===== src/rtl/mips32_pkg.sv =====
// mips32_pkg -- definitions shared by the data-memory arbiter and its
// round-robin pick: arbiter state encoding, requester IDs and the default
// memory geometry (64 x 32-bit words).
package mips32_pkg;

   localparam int ADDR_W_DEF = 6;
   localparam int DATA_W_DEF = 32;

   typedef enum logic {
      ARB    = 1'b0,
      LOCKED = 1'b1
   } arb_state_e;

   typedef enum logic {
      REQ_CPU = 1'b0,
      REQ_DBG = 1'b1
   } req_id_e;

endpackage


===== src/rtl/rr_arb2.sv =====
// rr_arb2 -- two-way round-robin pick.
// Ports:
//   req   [1:0]  request vector, bit REQ_CPU / bit REQ_DBG
//   last         requester granted on the most recent accepted request
//   grant [1:0]  one-hot grant (all zero when nobody requests)
module rr_arb2
   import mips32_pkg::*;
(
   input  logic [1:0] req,
   input  req_id_e    last,
   output logic [1:0] grant
);

   always_comb begin
      grant = req;
      // On a tie the requester that did not win last time gets the slot.
      if (req == 2'b11) begin
         grant = (last == REQ_DBG) ? 2'b01 : 2'b10;
      end
   end

endmodule


===== src/rtl/dmem_arbiter.sv =====
// dmem_arbiter -- shares one single-port synchronous data memory (1-cycle
// read latency) between the CPU load/store port and a debug/loader port.
// Round-robin between the two; the debug port can lock the memory for a
// burst (LOCKED) by issuing requests with dbg_req_lock=1, and releases it
// with its first accepted request carrying dbg_req_lock=0.
// Ports:
//   clk, reset (async, active-low)
//   cpu_req_*  / cpu_rsp_*   CPU request (valid/ready) and response
//   dbg_req_*  / dbg_rsp_*   debug request (valid/ready, lock) and response
//   mem_*                    memory command outputs, mem_rdata input
module dmem_arbiter
   import mips32_pkg::*;
#(
   parameter int ADDR_W = ADDR_W_DEF,
   parameter int DATA_W = DATA_W_DEF
) (
   input  logic              clk,
   input  logic              reset,

   input  logic              cpu_req_valid,
   input  logic              cpu_req_we,
   input  logic [ADDR_W-1:0] cpu_req_addr,
   input  logic [DATA_W-1:0] cpu_req_wdata,
   output logic              cpu_req_ready,
   output logic              cpu_rsp_valid,
   output logic [DATA_W-1:0] cpu_rsp_rdata,

   input  logic              dbg_req_valid,
   input  logic              dbg_req_we,
   input  logic              dbg_req_lock,
   input  logic [ADDR_W-1:0] dbg_req_addr,
   input  logic [DATA_W-1:0] dbg_req_wdata,
   output logic              dbg_req_ready,
   output logic              dbg_rsp_valid,
   output logic [DATA_W-1:0] dbg_rsp_rdata,

   output logic              mem_en,
   output logic              mem_we,
   output logic [ADDR_W-1:0] mem_addr,
   output logic [DATA_W-1:0] mem_wdata,
   input  logic [DATA_W-1:0] mem_rdata
);

   arb_state_e state_q, state_d;
   req_id_e    last_q;
   logic [1:0] arb_req;
   logic [1:0] rr_grant;
   logic [1:0] grant;
   logic       accept;
   req_id_e    acc_id;

   // Response tag: who owns the access issued last cycle, and whether it
   // was a write (writes return zero data).
   logic       rsp_vld_p1;
   req_id_e    rsp_own_p1;
   logic       rsp_we_p1;

   assign arb_req = {dbg_req_valid, cpu_req_valid};

   rr_arb2 u_rr_arb2 (
      .req   (arb_req),
      .last  (last_q),
      .grant (rr_grant)
   );

   always_comb begin
      grant = 2'b00;
      // Gating with reset keeps every command output at zero while the
      // block is held in reset, even with requests pending.
      if (reset) begin
         if (state_q == LOCKED) begin
            grant = {dbg_req_valid, 1'b0};
         end else begin
            grant = rr_grant;
         end
      end
   end

   assign accept        = |grant;
   assign acc_id        = grant[1] ? REQ_DBG : REQ_CPU;
   assign cpu_req_ready = grant[0];
   assign dbg_req_ready = grant[1];

   always_comb begin
      mem_en    = 1'b0;
      mem_we    = 1'b0;
      mem_addr  = '0;
      mem_wdata = '0;
      if (grant[0]) begin
         mem_en    = 1'b1;
         mem_we    = cpu_req_we;
         mem_addr  = cpu_req_addr;
         mem_wdata = cpu_req_wdata;
      end else if (grant[1]) begin
         mem_en    = 1'b1;
         mem_we    = dbg_req_we;
         mem_addr  = dbg_req_addr;
         mem_wdata = dbg_req_wdata;
      end
   end

   always_comb begin
      state_d = state_q;
      // An accepted debug request sets the lock state from its lock bit:
      // lock=1 enters/stays LOCKED, lock=0 leaves/stays in ARB.
      if (grant[1]) begin
         state_d = dbg_req_lock ? LOCKED : ARB;
      end
   end

   // ---- accept stage -> response stage (p1) ----
   always_ff @(posedge clk or negedge reset) begin
      if (!reset) begin
         state_q    <= ARB;
         last_q     <= REQ_DBG;
         rsp_vld_p1 <= 1'b0;
         rsp_own_p1 <= REQ_CPU;
         rsp_we_p1  <= 1'b0;
      end else begin
         state_q    <= state_d;
         rsp_vld_p1 <= accept;
         if (accept) begin
            last_q     <= acc_id;
            rsp_own_p1 <= acc_id;
            rsp_we_p1  <= mem_we;
         end
      end
   end

   always_comb begin
      cpu_rsp_valid = rsp_vld_p1 && (rsp_own_p1 == REQ_CPU);
      dbg_rsp_valid = rsp_vld_p1 && (rsp_own_p1 == REQ_DBG);
      cpu_rsp_rdata = (cpu_rsp_valid && !rsp_we_p1) ? mem_rdata : '0;
      dbg_rsp_rdata = (dbg_rsp_valid && !rsp_we_p1) ? mem_rdata : '0;
   end

endmodule


===== config.mk =====
export PLATFORM = sky130hd
export DESIGN_NAME = dmem_arbiter
export DESIGN_NICKNAME = d
export VERILOG_FILES = /design/src/rtl/mips32_pkg.sv /design/src/rtl/rr_arb2.sv /design/src/rtl/dmem_arbiter.sv
export SDC_FILE = /design/constraint.sdc
export NUM_CORES = 1
export LEC_CHECK = 0
export ABC_CLOCK_PERIOD_IN_PS = 1700
export BUFFER_PORTS_ARGS = -buffer_cell sky130_fd_sc_hd__buf_2
export CAP_MARGIN = 20
export CORE_AREA = 2 2 87 89
export CTS_CLUSTER_DIAMETER = 60
export DETAILED_ROUTE_END_ITERATION = 10
export DIE_AREA = 0 0 89 91
export GPL_ROUTABILITY_DRIVEN = 0
export HOLD_SLACK_MARGIN = 0.02
export PLACE_DENSITY = 0.61
export SYNTH_ARGS = -nofsm -noshare
export SYNTH_HDL_FRONTEND = slang
export SYNTH_SLANG_ARGS = --single-unit

===== constraint.sdc =====
create_clock -name clk -period 1.7 [get_ports clk]
set_clock_uncertainty 0.2 [all_clocks]
set_input_delay 0.255 -clock clk [delete_from_list [all_inputs] [get_ports clk]]
set_output_delay 0.255 -clock clk [all_outputs]
set_load 0.02 [all_outputs]

==> impl_metrics.sql <==
INSERT INTO impl_metrics (metric_group, metric, value, unit) VALUES
('run_status', 'status', 'complete, but fails checks', ''),
('run_status', 'failed_checks', 'setup timing', ''),
('yosys', 'dominantRegCellSynth', 'dfrtp_1', ''),
('clock_network', 'tritoncts_buffer_count', '3', ''),
('yosys', 'synth_top_cell_area_share', '35.6', '%'),
('worst_setup_path', 'cp-end-kind', 'output pin', ''),
('yosys', 'yosys-top-cells-area', 'and2_1 (36%), a22o_1 (28%), dfrtp_1 (8.8%), buf_6 (7.9%), a21oi_4 (2.9%)', ''),
('timing', 'layout_setup_ws', '-0.304', 'ns'),
('die', 'die_h', '91', 'um'),
('detailed_routing', 'drtPass1Iterations', '4', ''),
('placement', 'dp_hpwl', '5030', 'um'),
('die', 'die-area', '0.00810', 'mm2'),
('die', 'initial_core_util', '16.0', '%'),
('detailed_routing', 'drt.antenna.violating_nets', '0', ''),
('run', 'timing.max_cap.violations', '0', ''),
('global_routing', 'first_pass_grt_wire_length', '10700', 'um'),
('yosys', 'async_reset_ff_share', '100', '%'),
('yosys', 'compound_cell_area_share_of_the_yosys_netlist', '36.7', '%'),
('power_and_ir_drop', 'power.share.sequential', '9.1', '%'),
('die', 'pin_count', '223', ''),
('power_and_ir_drop', 'p_per_area', '542', 'mW/mm2'),
('layout', 'share_of_cells_above_drive_strength_1', '82.4', '%'),
('yosys', 'syn_inst', '142', ''),
('worst_setup_path', 'critPathKind', 'reg2out', ''),
('yosys', 'synth.most_common_cell', 'and2_1', ''),
('clock_network', 'clock_tree_from_tritoncts', 'done', ''),
('layout', 'final_core_util', '49.5', '%'),
('die', 'rows', '31', ''),
('power_and_ir_drop', 'cellLeakagePower', '1.90', 'nW'),
('worst_hold_path', 'hp-class', 'in2reg', ''),
('detailed_routing', 'drcViolationCount', '0', ''),
('timing', 'worst_slew_pin_slew', '0.251', 'ns'),
('yosys', 'synth_edf_count', '0', ''),
('power_and_ir_drop', 'internal_power', '1.15', 'mW'),
('yosys', 'muxShareOfSynthArea', '0', '%'),
('global_routing', 'first_global_vias', '2158', ''),
('yosys', 'avgSynthCellArea', '8.04', 'um2'),
('clock_network', 'clockBufferDepth', '2', ''),
('yosys', 'synth-simple-area-share', '41.0', '%'),
('worst_setup_path', 'critical_path_arrival', '1.55', 'ns'),
('placement', 'portBuffers', '222', ''),
('detailed_routing', 'detailed_router_s_first_iteration_violation_count', '39', ''),
('worst_setup_path', 'worstSetupStartpointType', 'register', ''),
('die', 'core_area', '0.00714', 'mm2'),
('yosys', 'parity_gate_share_of_the_synthesized_area_counting_xor_and_xnor_cells', '0', '%'),
('timing', 'fmaxAchievable', '0.499', 'GHz'),
('global_routing', 'initial_antenna_violation_count', '1', ''),
('power_and_ir_drop', 'finalPower', '1.91', 'mW'),
('timing', 'period_share', '118', '%'),
('layout', 'area_growth', '209', '%'),
('worst_setup_path', 'cp.required', '1.24', 'ns'),
('die', 'fp.dieW', '89', 'um'),
('clock_network', 'clkLatencyLatePin', '0.22', 'ns'),
('yosys', 'synth.largest_area_cell', 'and2_1', ''),
('yosys', 'ys.warnings.count', '0', ''),
('timing', 'rsz0062_at_grt', 'true', ''),
('detailed_routing', 'via_per_inst', '4.40', ''),
('timing', 'final-hold-violation-count', '0', ''),
('power_and_ir_drop', 'maximum_vdd_drop', '0.246', 'mV'),
('yosys', 'synth-seq-area-share', '11.1', '%'),
('yosys', 'ys_seq_elements', '5', ''),
('timing', 'finalHoldWorstSlack', '0.0722', 'ns'),
('power_and_ir_drop', 'comb_power_share', '79.7', '%'),
('yosys', 'synthesis.area', '0.00114', 'mm2'),
('timing', 'setup_viol', '105', ''),
('layout', 'final_net_count', '503', ''),
('detailed_routing', 'routed-via-count', '2145', ''),
('clock_network', 'clock_tree.htree_level_count', '1', ''),
('yosys', 'mappedNetlistNets', '257', ''),
('power_and_ir_drop', 'switching_share', '39.8', '%'),
('power_and_ir_drop', 'clkPwrFrac', '11.2', '%');
worst max-delay path: stages (launching register included):
cell	delay, ns
dfrtp_1	0.37
nand3b_1	0.22
a21oi_4	0.16
buf_12	0.14
clkbuf_16	0.15
a22o_1	0.17
buf_6	0.12
worst paths after layout:
kind | from | endpoint | slack, ns | cells after the start
min | dbg_req_lock | state_q | 0.07 | 2
max in group asynchronous | reset | rsp_own_p1 | 0.63 | 4
min reg2reg | state_q | state_q | 0.41 | 2
max | state_q | mem_wdata[16] | -0.30 | 6
max reg2reg | state_q | rsp_we_p1 | 0.16 | 5
min in group asynchronous | reset | last_q | 0.11 | 3
routing by layer:
metal	global-route usage (%)	wire length, um	part of all wire [%]	up-vias
met5	0	0	0	-
met2	33.3	4420	55	154
met4	3.36	107	1.3	0
met3	3.82	832	10	6
li1	-	-	-	996
met1	16.9	2640	33	989
power groups by stage:
stage | registers [mW] | clock network [mW] | logic [mW]
final | 0.174 | 0.215 | 1.53
after global routing | 0.179 | 0.231 | 1.61
after CTS | 0.170 | 0.221 | 1.47
after detailed placement | 0.177 | 0 | 0.947
after global placement | 0.174 | 0 | 0.937
after floorplan | 0.177 | 0 | 0.562
registers in the layout (all words and copies together) (netlist names):
| register | flops |
|---|---|
| rsp_vld_p1 | 1 |
| rsp_we_p1 | 1 |
| rsp_own_p1 | 1 |
| last_q | 1 |
| state_q | 1 |
layout by cell type (no fill, tap or decap), drive strengths merged:
cell / n
buf: 249
and2: 65
a22o: 39
clkbuf: 7
dfrtp: 4
a21oi: 3
inv: 3
nand2: 2
nor3b: 2
dlygate4sd3: 2
o21ai: 2
diode: 1
nand3b: 1
and2b: 1
nor2b: 1
nand3: 1
a21o: 1
a221o: 1
o21bai: 1
dlymetal6s4s: 1
dfstp: 1
cell type report:
class	instances	area, um2
sequential	5	126
multi-input combinational	120	1050
clock buffer	4	45.0
antenna	1	2.50
tap	99	124
fill	666	3610
timing repair buffer	255	2170
inverter	3	13.8
cell families after synthesis:
family | after synthesis
DFF | 5
AOI/OAI and AO/OA | 47
buffers and inverters | 17
and+or+nand+nor | 73
stage by stage:
step | worst slack (ns) | setup TNS, ns | instances | instance area (um2)
finish | -0.304 | -24.79 | 487 | 3530
global route | -0.362 | -31.89 | 487 | 3530
detailed placement | -0.113 | -2.40 | 457 | 2370
global placement | -0.0733 | -0.998 | 457 | 2370
CTS | -0.328 | -28.91 | 485 | 3380
floorplan | -0.0277 | -0.139 | 142 | 1140
timing repair:
action | CTS | global route
pin swaps | 45 | 21
cloned | 6 | 4
gates resized for setup | 212 | 67
hold buffers | 1 | 2
setup endpoints to repair | 105 | 106
buffers inserted | 17 | 3
hold endpoints to repair | 5 | 4
(Power assumes the default switching activity.)
